### src/rtl/vault_pkg.sv
// Shared vault definitions: door-actuator state encodings and the 1 ms tick divisor.
package vault_pkg;

   typedef enum logic [2:0] {
      ST_LOCKED    = 3'd0,
      ST_RETRACT   = 3'd1,
      ST_UNLOCKED  = 3'd2,
      ST_DOOR_OPEN = 3'd3,
      ST_EXTEND    = 3'd4,
      ST_FAULT     = 3'd5
   } vault_state_t;

   localparam int MS_PER_S = 1000;

   // Clocks per 1 ms tick; never below 1 so slow simulation clocks tick every cycle.
   function automatic int ms_tick_div(input int clk_hz);
      int div;
      div = clk_hz / MS_PER_S;
      return (div < 1) ? 1 : div;
   endfunction

endpackage

### src/rtl/vault_debounce.sv
// Two-flop synchroniser followed by a stable-count filter clocked by a tick strobe.
module vault_debounce #(
   parameter int   STABLE_TICKS = 20,
   parameter logic RST_VAL      = 1'b1
) (
   input  logic clk,
   input  logic rst,
   input  logic tick,
   input  logic raw,
   output logic stable
);

   logic        sync_p0;
   logic        sync_p1;
   logic [31:0] cnt;

   // Any sample matching the accepted value restarts the count.
   always_ff @(posedge clk or posedge rst) begin
      if (rst) begin
         sync_p0 <= RST_VAL;
         sync_p1 <= RST_VAL;
         stable  <= RST_VAL;
         cnt     <= '0;
      end else begin
         sync_p0 <= raw;
         sync_p1 <= sync_p0;
         if (sync_p1 == stable) begin
            cnt <= '0;
         end else if (tick) begin
            if (cnt >= 32'(STABLE_TICKS - 1)) begin
               stable <= sync_p1;
               cnt    <= '0;
            end else begin
               cnt <= cnt + 32'd1;
            end
         end
      end
   end

endmodule

### src/rtl/vault_door_actuator.sv
// Vault door bolt actuator: drives the bolt motor, supervises limit switches and door sensor.
// Optional door-ajar alarm enabled by defining VAULT_DOOR_AJAR_ALARM_EN.
module vault_door_actuator
   import vault_pkg::*;
#(
   parameter int CLK_HZ          = 50_000_000,
   parameter int DEBOUNCE_MS     = 20,
   parameter int BOLT_TIMEOUT_MS = 2000,
   parameter int RELOCK_MS       = 10000,
   parameter int AJAR_MS         = 60000
) (
   input  logic       clk,
   input  logic       rst,
   input  logic       unlock,
   input  logic       bolt_in,
   input  logic       bolt_out,
   input  logic       door_closed,
   input  logic       ack_fault,
   output logic       motor_retract,
   output logic       motor_extend,
   output logic       alarm,
   output logic       fault,
   output logic [2:0] state_led
);

   localparam int TICK_DIV = ms_tick_div(CLK_HZ);

   vault_state_t state, next_state;
   logic [31:0]  tick_cnt;
   logic         tick;
   logic [31:0]  timer;
   logic [32:0]  elapsed;
   logic         bin_p0, bin_p1, bout_p0, bout_p1;
   logic         ack_p0, ack_p1, ack_p2;
   logic         ack_rise;
   logic         door_ok;
   logic         alarm_set, alarm_clr;

   function automatic logic expired(input logic [32:0] el, input int limit);
      return el >= 33'(limit);
   endfunction

   // 1 ms tick strobe
   assign tick = (tick_cnt == 32'(TICK_DIV - 1));

   always_ff @(posedge clk or posedge rst) begin
      if (rst) tick_cnt <= '0;
      else     tick_cnt <= tick ? '0 : tick_cnt + 32'd1;
   end

   // Input synchronisers; ack uses a third flop for edge detection
   always_ff @(posedge clk or posedge rst) begin
      if (rst) begin
         bin_p0  <= 1'b0;
         bin_p1  <= 1'b0;
         bout_p0 <= 1'b0;
         bout_p1 <= 1'b0;
         ack_p0  <= 1'b0;
         ack_p1  <= 1'b0;
         ack_p2  <= 1'b0;
      end else begin
         bin_p0  <= bolt_in;
         bin_p1  <= bin_p0;
         bout_p0 <= bolt_out;
         bout_p1 <= bout_p0;
         ack_p0  <= ack_fault;
         ack_p1  <= ack_p0;
         ack_p2  <= ack_p1;
      end
   end

   assign ack_rise = ack_p1 & ~ack_p2;

   vault_debounce #(
      .STABLE_TICKS (DEBOUNCE_MS),
      .RST_VAL      (1'b1)
   ) u_door_debounce (
      .clk    (clk),
      .rst    (rst),
      .tick   (tick),
      .raw    (door_closed),
      .stable (door_ok)
   );

   // Ticks elapsed in the current state, including the tick of this cycle.
   assign elapsed = {1'b0, timer} + {32'd0, tick};

   always_comb begin
      next_state = state;
      alarm_set  = 1'b0;
      case (state)
         ST_LOCKED: begin
            if (!door_ok)    alarm_set  = 1'b1;
            else if (unlock) next_state = ST_RETRACT;
         end
         ST_RETRACT: begin
            if (bin_p1)                                next_state = ST_UNLOCKED;
            else if (expired(elapsed, BOLT_TIMEOUT_MS)) next_state = ST_FAULT;
         end
         ST_UNLOCKED: begin
            if (!door_ok)                                   next_state = ST_DOOR_OPEN;
            else if (!unlock || expired(elapsed, RELOCK_MS)) next_state = ST_EXTEND;
         end
         ST_DOOR_OPEN: begin
            if (door_ok) next_state = ST_EXTEND;
`ifdef VAULT_DOOR_AJAR_ALARM_EN
            if (expired(elapsed, AJAR_MS)) alarm_set = 1'b1;
`endif
         end
         ST_EXTEND: begin
            if (bout_p1)                                next_state = ST_LOCKED;
            else if (!door_ok)                          next_state = ST_DOOR_OPEN;
            else if (expired(elapsed, BOLT_TIMEOUT_MS)) next_state = ST_FAULT;
         end
         ST_FAULT: begin
            if (ack_rise) next_state = bout_p1 ? ST_LOCKED : ST_EXTEND;
         end
         default: next_state = ST_FAULT;
      endcase
      // Both limit switches at once means a broken switch or a jammed bolt.
      if (state != ST_FAULT && bin_p1 && bout_p1) next_state = ST_FAULT;
   end

   assign alarm_clr = ack_rise && door_ok && (state == ST_LOCKED || state == ST_FAULT);

`ifndef VAULT_DOOR_AJAR_ALARM_EN
   // AJAR_MS has no role without the ajar alarm.
   logic unused_ajar;
   assign unused_ajar = ^32'(AJAR_MS);
`endif

   always_ff @(posedge clk or posedge rst) begin
      if (rst) state <= ST_LOCKED;
      else     state <= next_state;
   end

   // Motors follow next_state so drive is registered yet aligned with the state.
   always_ff @(posedge clk or posedge rst) begin
      if (rst) begin
         timer         <= '0;
         motor_retract <= 1'b0;
         motor_extend  <= 1'b0;
         alarm         <= 1'b0;
      end else begin
         if (next_state != state)      timer <= '0;
         else if (tick && timer != '1) timer <= timer + 32'd1;
         motor_retract <= (next_state == ST_RETRACT);
         motor_extend  <= (next_state == ST_EXTEND);
         if (alarm_set)      alarm <= 1'b1;
         else if (alarm_clr) alarm <= 1'b0;
      end
   end

   assign fault     = (state == ST_FAULT);
   assign state_led = state;

endmodule

### config.mk
export PLATFORM = sky130hd
export DESIGN_NAME = vault_door_actuator
export DESIGN_NICKNAME = d
export VERILOG_FILES = /design/src/rtl/vault_pkg.sv /design/src/rtl/vault_debounce.sv /design/src/rtl/vault_door_actuator.sv
export SDC_FILE = /design/constraint.sdc
export NUM_CORES = 1
export LEC_CHECK = 0
export ABC_AREA = 1
export CORE_MARGIN = 1.5
export CORE_UTILIZATION = 50
export CTS_CLUSTER_DIAMETER = 120
export CTS_CLUSTER_SIZE = 12
export DETAILED_ROUTE_END_ITERATION = 10
export HOLD_SLACK_MARGIN = 0.02
export PLACE_DENSITY = 0.73
export SLEW_MARGIN = 20
export SYNTH_ARGS = -nofsm -noshare
export SYNTH_HDL_FRONTEND = slang
export SYNTH_SLANG_ARGS = --single-unit
### constraint.sdc
create_clock -name clk -period 4.7 [get_ports clk]
set_input_delay 1.41 -clock clk [delete_from_list [all_inputs] [get_ports clk]]
set_output_delay 1.41 -clock clk [all_outputs]
set_load 0.01 [all_outputs]
==> run metrics <==
nets@finish 926; initial standard-cell utilization of the core 51.8%; number of filler instances in the final layout about 1200; portion of synthesized cell area occupied by the leading cell type about 41%; pin slew with the least headroom to its limit ~0.84 ns; Avg Inst Size Synth between 7 and 8 um2; count of inserted antenna diode cells 0; count of buffer and inverter cells on the critical path 1; clock network fraction of total power 35.8%; Clk Tree Root Cell sky130_fd_sc_hd__clkbuf_16; detailed router's first-iteration violation count about 390; largest buffer count on any clock path 2; clk slew on worst S/H paths 0.08 ns; DIE AREA 0.0139 mm2; launching instance or port of the critical path tick_cnt[25]; Post-synth top flop sky130_fd_sc_hd__dfrtp_1; worst hold stages 0; Sink Count around 110; Setup crit end kind flop; Syn Nets 905; Num CTS Buffers 9; slowest stage cell on the critical path sky130_fd_sc_hd__dfrtp_1; vias in the first global route around 5600; worst reg2reg path depth 21; cell breakdown of the critical path or2_0, nor4_1, and3_1, ha_1, ha_1, nand3_1, nor2_1, nand3_1, nand2_1, nand2_1, nor3_1, nand2_1, nor2_1, nand4_1, nand2_1, nand2_1, nand2_1, nand2_1, nand3_4, buf_12, nor2_2; total number of yosys warnings 0; number of flops mapped to enable cells by yosys 0; 1st-pass router iterations 5; final wirelength around 16000 um; pin count of the biggest net entering global routing 61; kind of path behind the tightest hold check flop to flop; final hold violation count 0; total via count after detailed routing a little under 6000; cell area after placement 0.00691 mm2; largest area contributor in the synthesized netlist sky130_fd_sc_hd__dfrtp_1; CTS tree yes; drt drc 0; largest incremental delay on the critical path 0.43 ns; Gate power share approximately 21%; placeable core area ~0.013 mm2; kind of start point of the critical path flop; Detail Placement HPWL about 11000 um; Netlist cell types 44; fraction of layout instances using a drive strength above 1 under 10%; RSZ-0062 raised after global routing no; share of total power consumed by net switching approximately a third; Leakage around 3.2 nW; number of max-capacitance violations reported 0; most frequent cell on the critical path sky130_fd_sc_hd__nand2_1; combined global-route utilization of all metal layers approximately a quarter; peak supply drop roughly 0.00022 V; antenna viol nets, final 0; I/O Buffers 13; number of instances in the synthesized netlist just under 900; post-synthesis cell area 0.00662 mm2; most instantiated cells after synthesis 199 x sky130_fd_sc_hd__nand2_1, 145 x sky130_fd_sc_hd__nor2_1, 136 x sky130_fd_sc_hd__inv_1; worst r2r src tick_cnt[25]; insertion delay to the later sink of the worst-skew pair roughly 0.37 ns; standard-cell rows 41; critical path class flop to flop; Slew Limit Fails 0; maximum level of the CTS H-tree 3; cell area power density between 300 and 400 mW/mm2; maximum net fanout on the critical path 16; share of the yosys chip area belonging to registers a little over two fifths; setup TNS 0 ns; antenna violations before repair 0; Vert. Die Dim about 120 um; design area approximately 0.0073 mm2; critical path depth 21; vias per std cell approximately 5.3; Die X-Extent 118 um; fraction of power consumed by sequential logic between 40% and 50%; routability congestion estimate about 0.97; share of synthesized registers carrying an async set or reset 100%; Worst Clk Skew around 0.012 ns; leading cell types by total area after synthesis sky130_fd_sc_hd__dfrtp_1 41%, sky130_fd_sc_hd__nand2_1 11%, sky130_fd_sc_hd__nor2_1 8.2%; average wire per standard cell roughly 14 um; cell with the most instances after synthesis sky130_fd_sc_hd__nand2_1; wire length of the first global-routing pass 26400 um; pre-CTS setup slack 0.474 ns; achievable frequency between 200 and 250 MHz; Arr. time, crit path between 4 and 5 ns; Finish-stage setup viols 0; status finished, final reports clean; net load switching power 0.763 mW; time the final worst path needs with I/O delays and setup between 4 and 5 ns; Worst Setup Slack, final between 0.5 and 0.6 ns; Overflow after GRT 0; data required time at the worst endpoint 4.95 ns; post-route clock period utilization around nine tenths; #FFs+latches synth about 110; area added between synthesis and finish 10.3%; CP top delay family simple AND/OR/NAND/NOR gates; Internal Dissipation approximately 1.6 mW; launch instance of the worst min-delay path bin_p0; Relative slew margins 43.7%; number of primary I/O pins 14
logic make-up (layout without fill, tap and decap cells):
group / after synthesis / after routing / share of synthesized area (%)
buf+inv: 148 / 173 / 8.96
flops: 112 / 112 / 42.4
compound gates: 44 / 44 / 4.01
xor+xnor: 48 / 48 / 6.35
mux: 1 / 1 / 0.151
fa+ha+maj: 5 / 5 / 0.945
simple gates: 535 / 536 / 37.2
worst register-to-register path, delay by kind of cell (launching register included):
kind | cells | cell delay [ns]
fa+ha+maj | 2 | 0.57
flops | 1 | 0.43
simple gates | 18 | 2.89
buf+inv | 1 | 0.18
layout by cell type (no fill, tap or decap), drive strengths merged, types with 3 or more instances in the layout:
master / netlist / layout
ha: 5 / 5
dfrtp: 109 / 109
o21ai: 17 / 17
nand2: 207 / 207
a21o: 3 / 3
buf: 6 / 6
dfstp: 3 / 3
clkdlybuf4s50: 0 / 13
nand3b: 13 / 13
a21oi: 12 / 12
nor4: 15 / 15
clkbuf: 4 / 9
inv: 137 / 144
nor3: 29 / 29
nor2: 191 / 191
nand4: 31 / 31
xor2: 42 / 42
nand3: 42 / 43
xnor2: 6 / 6
per-layer routing:
| metal | global-route usage (%) | vias up | routed length [um] |
|---|---|---|---|
| met1 | 30.1 | 2682 | 6820 |
| li1 | - | 2856 | - |
| met4 | 11.8 | 0 | 588 |
| met3 | 4.99 | 47 | 976 |
| met2 | 37.8 | 186 | 7120 |
| met5 | 0 | - | 0 |
metrics by stage:
stage / instances / utilization (%) / hold WS (ns) / power, mW
2_1_floorplan: 893 / - / 0.331 / 1.34
3_3_place_gp: 1071 / 54.1 / 0.332 / 1.39
3_5_place_dp: 1071 / 54.1 / 0.341 / 1.40
4_1_cts: 1087 / 56.7 / 0.361 / 2.23
5_1_grt: 1091 / 57.2 / 0.363 / 2.43
6_report: 1091 / 57.2 / 0.360 / 2.32
power groups by stage:
| stage | combinational (mW) | clock (mW) | sequential, mW |
|---|---|---|---|
| floorplan | 0.306 | 0 | 1.03 |
| global placement | 0.364 | 0 | 1.03 |
| detailed placement | 0.368 | 0 | 1.03 |
| CTS | 0.369 | 0.851 | 1.01 |
| global route | 0.523 | 0.892 | 1.02 |
| finish | 0.478 | 0.829 | 1.01 |
registers in the layout (all words and copies together) (netlist names):
| name | cells |
|---|---|
| ack_p0 | 1 |
| bout_p0 | 1 |
| motor_retract | 1 |
| alarm | 1 |
| u_door_debounce.sync_p1 | 1 |
| bin_p1 | 1 |
| timer | 32 |
| u_door_debounce.cnt | 32 |
| ack_p1 | 1 |
| motor_extend | 1 |
| u_door_debounce.sync_p0 | 1 |
| bin_p0 | 1 |
| ack_p2 | 1 |
| state_led | 3 |
| bout_p1 | 1 |
| u_door_debounce.stable | 1 |
| tick_cnt | 32 |
layout make-up:
| type | count | area (um2) | area share [%] |
|---|---|---|---|
| multi-input cells | 634 | 3240 | 44.3 |
| repair buffers | 19 | 200 | 2.74 |
| clock inverters | 7 | 98.8 | 1.35 |
| flip-flops and latches | 112 | 2810 | 38.4 |
| inverters | 138 | 520 | 7.13 |
| clock buffers | 9 | 225 | 3.08 |
| well taps | 172 | 215 | 2.95 |
timing repair:
item	4_1_cts	5_1_grt
setup endpoints to repair	0	32
hold buffers	0	0
gates resized for setup	0	1
setup buffers	0	3
worst paths after layout:
check / slack [ns] / to
worst max-delay path: 0.51 / timer[16]
worst min-delay path: 0.36 / bin_p1
worst max register to register: 0.51 / timer[16]
worst min register to register: 0.36 / bin_p1
max in group asynchronous: 2.30 / state_led[1]
min in group asynchronous: 1.51 / u_door_debounce.cnt[13]
No activity file was read; power rests on OpenSTA's default activity.
